File: config.mk
export PLATFORM = sky130hd
export DESIGN_NAME = uart_rx_sniffer
export DESIGN_NICKNAME = d
export VERILOG_FILES = /design/src/rtl/uart_rx_sniffer.sv
export SDC_FILE = /design/constraint.sdc
export NUM_CORES = 1
export LEC_CHECK = 0
export ABC_AREA = 1
export CORE_ASPECT_RATIO = 0.75
export CORE_MARGIN = 2
export CORE_UTILIZATION = 50
export CTS_BUF_LIST = sky130_fd_sc_hd__clkbuf_16
export CTS_CLUSTER_SIZE = 8
export DETAILED_ROUTE_END_ITERATION = 10
export PLACE_DENSITY = 0.84
export SYNTH_ARGS = -nofsm -noshare
export SYNTH_HDL_FRONTEND = slang
export SYNTH_SLANG_ARGS = --single-unit
File: constraint.sdc
create_clock -name theclk -period 1.4 [get_ports theclk]
set_input_delay 0.35 -clock theclk [delete_from_list [all_inputs] [get_ports theclk]]
set_output_delay 0.35 -clock theclk [all_outputs]
set_load 0.005 [all_outputs]
File: src/rtl/uart_rx_sniffer.sv
// UART receive sniffer: recovers bytes from an idle-high serial pin.
// Build option: define UART_RX_SNIFF_PARITY_EN for 8E1 frames with a live parity_err.
module uart_rx_sniffer #(
  parameter int unsigned CLK_DIV = 104,
  parameter string       TYPE    = "generic"
) (
  input  logic       theclk,
  input  logic       theresetn,
  input  logic       rxd,
  output logic [7:0] uart_data,
  output logic       uart_data_valid,
  output logic       framing_err,
  output logic       parity_err,
  output logic       busy
);

  localparam int unsigned CntW = $clog2(CLK_DIV);
  localparam logic [CntW-1:0] CntLast = CntW'(CLK_DIV - 1);
  localparam logic [CntW-1:0] CntHalf = CntW'(CLK_DIV / 2 - 1);

`ifdef UART_RX_SNIFF_PARITY_EN
  typedef enum logic [2:0] {StIdle, StStart, StData, StPar, StStop, StBrk} state_e;
`else
  typedef enum logic [2:0] {StIdle, StStart, StData, StStop, StBrk} state_e;
`endif

  state_e          state_q, state_d;
  logic [CntW-1:0] cnt_q, cnt_d;
  logic [2:0]      bitn_q, bitn_d;
  logic [7:0]      shift_q, shift_d;
  logic [7:0]      data_d;
  logic            valid_d, ferr_d;
  logic            rx_meta_q, rxs;
`ifdef UART_RX_SNIFF_PARITY_EN
  logic            par_q, par_d;
  logic            perr_q, perr_d;
`endif

  // Two-flop synchronizer; resets to the idle level so no false start after reset.
  always_ff @(posedge theclk or negedge theresetn) begin
    if (!theresetn) begin
      rx_meta_q <= 1'b1;
      rxs       <= 1'b1;
    end else begin
      rx_meta_q <= rxd;
      rxs       <= rx_meta_q;
    end
  end

  always_ff @(posedge theclk or negedge theresetn) begin
    if (!theresetn) begin
      state_q         <= StIdle;
      cnt_q           <= '0;
      bitn_q          <= '0;
      shift_q         <= '0;
      uart_data       <= '0;
      uart_data_valid <= 1'b0;
      framing_err     <= 1'b0;
      busy            <= 1'b0;
    end else begin
      state_q         <= state_d;
      cnt_q           <= cnt_d;
      bitn_q          <= bitn_d;
      shift_q         <= shift_d;
      uart_data       <= data_d;
      uart_data_valid <= valid_d;
      framing_err     <= ferr_d;
      busy            <= (state_d != StIdle);
    end
  end

`ifdef UART_RX_SNIFF_PARITY_EN
  always_ff @(posedge theclk or negedge theresetn) begin
    if (!theresetn) begin
      par_q  <= 1'b0;
      perr_q <= 1'b0;
    end else begin
      par_q  <= par_d;
      perr_q <= perr_d;
    end
  end

  assign parity_err = perr_q;
`else
  assign parity_err = 1'b0;
`endif

  always_comb begin
    state_d = state_q;
    cnt_d   = cnt_q + CntW'(1);
    bitn_d  = bitn_q;
    shift_d = shift_q;
    data_d  = uart_data;
    valid_d = 1'b0;
    ferr_d  = 1'b0;
`ifdef UART_RX_SNIFF_PARITY_EN
    par_d   = par_q;
    perr_d  = 1'b0;
`endif
    unique case (state_q)
      StIdle: begin
        cnt_d = '0;
        if (!rxs) state_d = StStart;
      end
      StStart: begin
        if (cnt_q == CntHalf) begin
          cnt_d   = '0;
          bitn_d  = '0;
          // A line back high at mid-start-bit is a glitch, not a frame.
          state_d = rxs ? StIdle : StData;
        end
      end
      StData: begin
        if (cnt_q == CntLast) begin
          cnt_d           = '0;
          shift_d[bitn_q] = rxs;
          bitn_d          = bitn_q + 3'd1;
          if (bitn_q == 3'd7) begin
`ifdef UART_RX_SNIFF_PARITY_EN
            state_d = StPar;
`else
            state_d = StStop;
`endif
          end
        end
      end
`ifdef UART_RX_SNIFF_PARITY_EN
      StPar: begin
        if (cnt_q == CntLast) begin
          cnt_d   = '0;
          par_d   = rxs;
          state_d = StStop;
        end
      end
`endif
      StStop: begin
        if (cnt_q == CntLast) begin
          cnt_d = '0;
          if (rxs) begin
            data_d  = shift_q;
            valid_d = 1'b1;
`ifdef UART_RX_SNIFF_PARITY_EN
            perr_d  = ^{shift_q, par_q};
`endif
            state_d = StIdle;
          end else begin
            ferr_d  = 1'b1;
            state_d = StBrk;
          end
        end
      end
      StBrk: begin
        cnt_d = '0;
        if (rxs) state_d = StIdle;
      end
      default: begin
        cnt_d   = '0;
        state_d = StIdle;
      end
    endcase
  end

endmodule

; ---- Word level (Yosys, flattened, before mapping)
; Index checks and enable logic that the tools add are counted.
[op_classes]
muxes = 24
magnitude_cmp = 2
n_reduce_logical = 8
addsub = 2
eq_ne = 9
[ops]
columns = cell, count
row1 = two-way mux 3 bit, 9
row2 = one-hot mux 3 bit (5 select lines), 1
row3 = two-way mux 7 bit, 2
row4 = one-hot mux 7 bit (2 select lines), 1
row5 = bitwise mux 8 bit, 1
row6 = "adder 7 x 1 -> 7 bit, second input constant", 1
row7 = "equality test 7 x 6 -> 1 bit, second input constant", 1
row8 = "equality test 7 bit, second input constant", 1
row9 = two-way mux 1 bit, 7
row10 = "equality test 3 x 2 -> 1 bit, second input constant", 2
row11 = "equality test 3 bit, second input constant", 2
row12 = one-hot mux 3 bit (2 select lines), 1
row13 = AND reduction 3 bit, 2
row14 = "< comparator 3 x 4 -> 1 bit, second input constant", 1
row15 = "!= test 2 bit, second input constant", 2
row16 = "adder 3 x 1 -> 3 bit, second input constant", 1
row17 = demux 1 bit (select 3 bit), 1
row18 = "equality test 3 x 1 -> 1 bit, second input constant", 1
row19 = ">= comparator 3 x 1 -> 1 bit, second input constant", 1
row20 = logical NOT 3 bit, 1
row21 = nonzero test 3 bit, 1
row22 = two-way mux 2 bit, 1
row23 = AND reduction 2 bit, 1
row24 = nonzero test 2 bit, 1
row25 = 2 further kinds, 2
[totals]
out_inout_bits = 12
regBits = 34
inputBits = 3
wordCells = 55

; ---- Depth between registers and ports, before layout
[logic_depth]
depth_word = 5
ltp_mapped = 9
depth_no_buf = 9

; ---- Worst setup path before layout
; No wires, ideal clock.
[synth_timing]
kind = register to register
start = register cnt_q[0]
end = register shift_q[1]
setup_time_ns = 0.132
path_buffers = 1
path_stages_with_launch = 10
setup_slack_ns = 0.021
arrival_time_ns = 1.247
required_ns = 1.268
period_less_slack_ns = 1.379
path_cell_list = dfrtp_1 > ha_1 > nand2_2 > nor2_4 > nand2_4 > nor2_4 > buf_6 > nand3_1 > nand2_1 > o21ai_1
[synth_via]
elab_chain_cells = 2
[synth_lines]
columns = element, line
row1 = start: declaration, 28  ; logic [CntW-1:0] cnt_q, cnt_d;
row2 = start signal: assignment, 62  ; cnt_q <= cnt_d;
row3 = equality test 7 bit, 114  ; if (cnt_q == CntLast) begin
row4 = AND reduction 2 bit (no source line), --
row5 = end signal: assignment, 64  ; shift_q <= shift_d;
row6 = end: declaration, 30  ; logic [7:0] shift_q, shift_d;
; No other way between the ends.
; A chain may end at the register's enable or synchronous reset.

; ---- Worst setup path in the final report
[layout_timing]
start = register cnt_q[1]
end = register shift_q[1]
; Same word-level chain as after synthesis.

==> flow_summary.json <==
{
  "status": "complete, but fails checks",
  "violations": "setup timing",
  "ant_nets": 0,
  "grt-ovfl-total": 0,
  "ir_drop_v": 0.0007184,
  "root_buffer": "clkbuf_16",
  "pin_count": 15,
  "grt_pass1_vias": 1205,
  "fin_crit_sh": 1.074,
  "portBuffers": 13,
  "place_inst": 236,
  "leakage_nw": 1.121,
  "drive_above_1_share": 0.3148,
  "fp.coreArea_um2": 2935,
  "antenna_cells": 0,
  "synth.distinct_cells": 25,
  "crit_fanout": 7,
  "rows": 17,
  "worstSetupPathType": "flop to flop",
  "die_x_um": 67.88,
  "cts.sinks": 34,
  "clock_latency_ps": 280,
  "antenna_found_initial": 0,
  "critPathLaunchType": "flop",
  "fin_ws_ps": -104.3,
  "rsz0062_at_grt": "true",
  "fp.dieH_um": 51.91,
  "cts_tree": "done",
  "crit_path_cell_trace": "ha_4 -> nand2_4 -> nor2_4 -> nand2_4 -> nor2_4 -> nand3_2 -> nand2_1 -> o21ai_1",
  "hpwl_mm": 2.048,
  "slowest_delay_ps": 400,
  "fin_nets": 221,
  "start_util": 0.5213,
  "synth_cells": 176,
  "vias_per_cell": 5.394,
  "cp_slowest_cell": "dfrtp_1",
  "power_density_nw_per_um2": 967.9,
  "fin_util": 0.7204,
  "cts.path.max_buffers": 2,
  "via_count": 1370,
  "clk_pin_slew_ps": 50,
  "dieArea_um2": 3524,
  "cap_violations": 0,
  "syn-cell-area_um2": 1530,
  "finalSetupViolCount": 18,
  "endpoint_kind": "flop",
  "critical_path_arrival_ps": 1660,
  "ys_ff_latch": 34,
  "required_ps": 1560,
  "cts_buffers": 5,
  "gp_congestion": 0.8679,
  "dpl_worst_slack_ps": -170.1,
  "finalClockSkew_ps": 4.278,
  "final_hold_viol_count": 0,
  "cts_max_level": 2,
  "maxSlewViolCount": 0,
  "dr.pass1.iters": 5,
  "fin_crit_ps": 1504,
  "hold_path_class": "flop to flop",
  "wire_per_inst_um": 15.05,
  "yosysWarnings": 0,
  "routed_wl_mm": 3.823,
  "drt_iter0_drc": 102,
  "grt_max_degree": 19,
  "instances_no_fill": 254,
  "fmax_ghz": 0.6648,
  "grt_usage": 0.2343,
  "synth_nets": 182,
  "grt_pass1_wl_mm": 5.692,
  "ys_seq_area_frac": 0.5576,
  "drc": 0,
  "syn_to_final_growth_pct": 38.18,
  "synth_area_per_cell_um2": 8.694
}
==> final cells by class <==
class	instances	area [um2]
Inverter	21	86.33
Clock buffer	5	125.1
Timing Repair inverter	1	6.256
Sequential cell	34	853.3
Tap cell	38	47.55
Clock inverter	3	11.26
Timing Repair Buffer	32	259.0
Fill cell	195	820.8
Multi-Input combinational cell	120	725.7
==> stage by stage <==
| stage | TNS, ps | hold slack, ps | total power, mW | area, um2 |
|---|---|---|---|---|
| 2_1_floorplan | 0 | 54.41 | 1.016 | 1530 |
| 3_3_place_gp | -123.1 | 347.0 | 1.045 | 1775 |
| 3_5_place_dp | -2175 | 348.2 | 1.046 | 1775 |
| 4_1_cts | -175.8 | 355.5 | 2.049 | 2009 |
| 5_1_grt | -2173 | 357.7 | 2.095 | 2115 |
| 6_report | -750.0 | 354.9 | 2.047 | 2115 |
==> registers in the layout, summed over array words and instances, names as in the netlist <==
signal	cells
bitn_q	3
busy	1
cnt_q	7
framing_err	1
rx_meta_q	1
rxs	1
shift_q	8
state_q	3
uart_data	8
uart_data_valid	1
==> what timing repair did <==
action / 4_1_cts / 5_1_grt
buffers inserted: 3 / 4
hold endpoints to repair: 0 / 0
cloned: 2 / 1
endpoints found under the setup margin: 39 / 29
hold buffers: 0 / 0
resized for setup: 30 / 21
pin swaps: 5 / 9
==> worst max-delay path: cells and delay by family (launching register included) <==
family                   cells  cell delay (ps)
AND/OR/NAND/NOR              6              730
flip-flops                   1              400
adder cells (fa/ha/maj)      1              180
AO/OA/AOI/OAI                1               70
==> final timing paths <==
check / start / end / slack [ps] / depth (start not counted)
worst min register to register: rx_meta_q / rxs / 350 / 0
min in group asynchronous: theresetn / busy / 430 / 2
max in group asynchronous: theresetn / rxs / 720 / 2
worst max-delay path: cnt_q[1] / shift_q[1] / -100 / 8
worst min-delay path: rx_meta_q / rxs / 350 / 0
worst max register to register: cnt_q[1] / shift_q[1] / -100 / 8
==> report_power, final <==
group / leakage (nW) / switching [mW] / total (mW) / internal (mW)
clock network: 0.0776 / 0.379 / 1.02 / 0.638
registers: 0.448 / 0.00336 / 0.993 / 0.990
logic: 0.595 / 0.0261 / 0.0371 / 0.0111
total: 1.12 / 0.408 / 2.05 / 1.64
==> cell usage after synthesis <==
cell type | instances | area, um2
xnor2_1 | 2 | 17.52
nor2_4 | 2 | 22.52
nor3_1 | 5 | 25.02
buf_6 | 1 | 11.26
nor2_1 | 17 | 63.81
nand2_2 | 2 | 12.51
conb_1 | 1 | 3.750
nand3_2 | 1 | 10.01
inv_1 | 18 | 67.56
clkbuf_1 | 1 | 3.750
o21ai_1 | 8 | 40.04
a21oi_1 | 2 | 10.01
ha_1 | 3 | 37.54
o21ai_0 | 4 | 20.02
nand3_4 | 1 | 17.52
buf_4 | 1 | 7.510
dfstp_2 | 2 | 52.55
dfrtp_1 | 32 | 800.8
nand3_1 | 12 | 60.06
nand2_1 | 55 | 206.5
nand2_4 | 1 | 11.26
clkinv_2 | 1 | 5.000
nand3b_1 | 1 | 7.510
inv_2 | 2 | 7.510
xor2_1 | 1 | 8.760
==> cells in the final DEF (no fill, tap or decap), drive strengths merged, types with 2 or more instances in the layout <==
cell            n
clkbuf          5
nand3          15
nand2          58
ha              3
buf            19
inv            24
clkdlybuf4s50   2
nor3            5
nor2           20
dfstp           2
o21ai          12
dfrtp          32
dlygate4sd2    11
xnor2           2
a21oi           2
==> routing by layer <==
| layer | up-vias | track usage | wire (um) |
|---|---|---|---|
| li1 | 632 | - | - |
| met1 | 663 | 0.2855 | 1417 |
| met2 | 64 | 0.3889 | 1980 |
| met3 | 11 | 0.06494 | 324 |
| met4 | 0 | 0.1033 | 100 |
| met5 | - | 0 | 0 |
==> logic make-up (layout without fill, tap and decap cells) <==
logic type / count (synthesis) / after routing / share of synthesized area
other cells: 1 / 1 / 0.002451
buf+inv: 24 / 62 / 0.06704
compound gates: 14 / 14 / 0.04579
flops: 34 / 34 / 0.5576
fa+ha+maj: 3 / 3 / 0.02453
simple gates: 97 / 99 / 0.2854
xor+xnor: 3 / 3 / 0.01717
No activity file was read; power rests on OpenSTA's default activity.
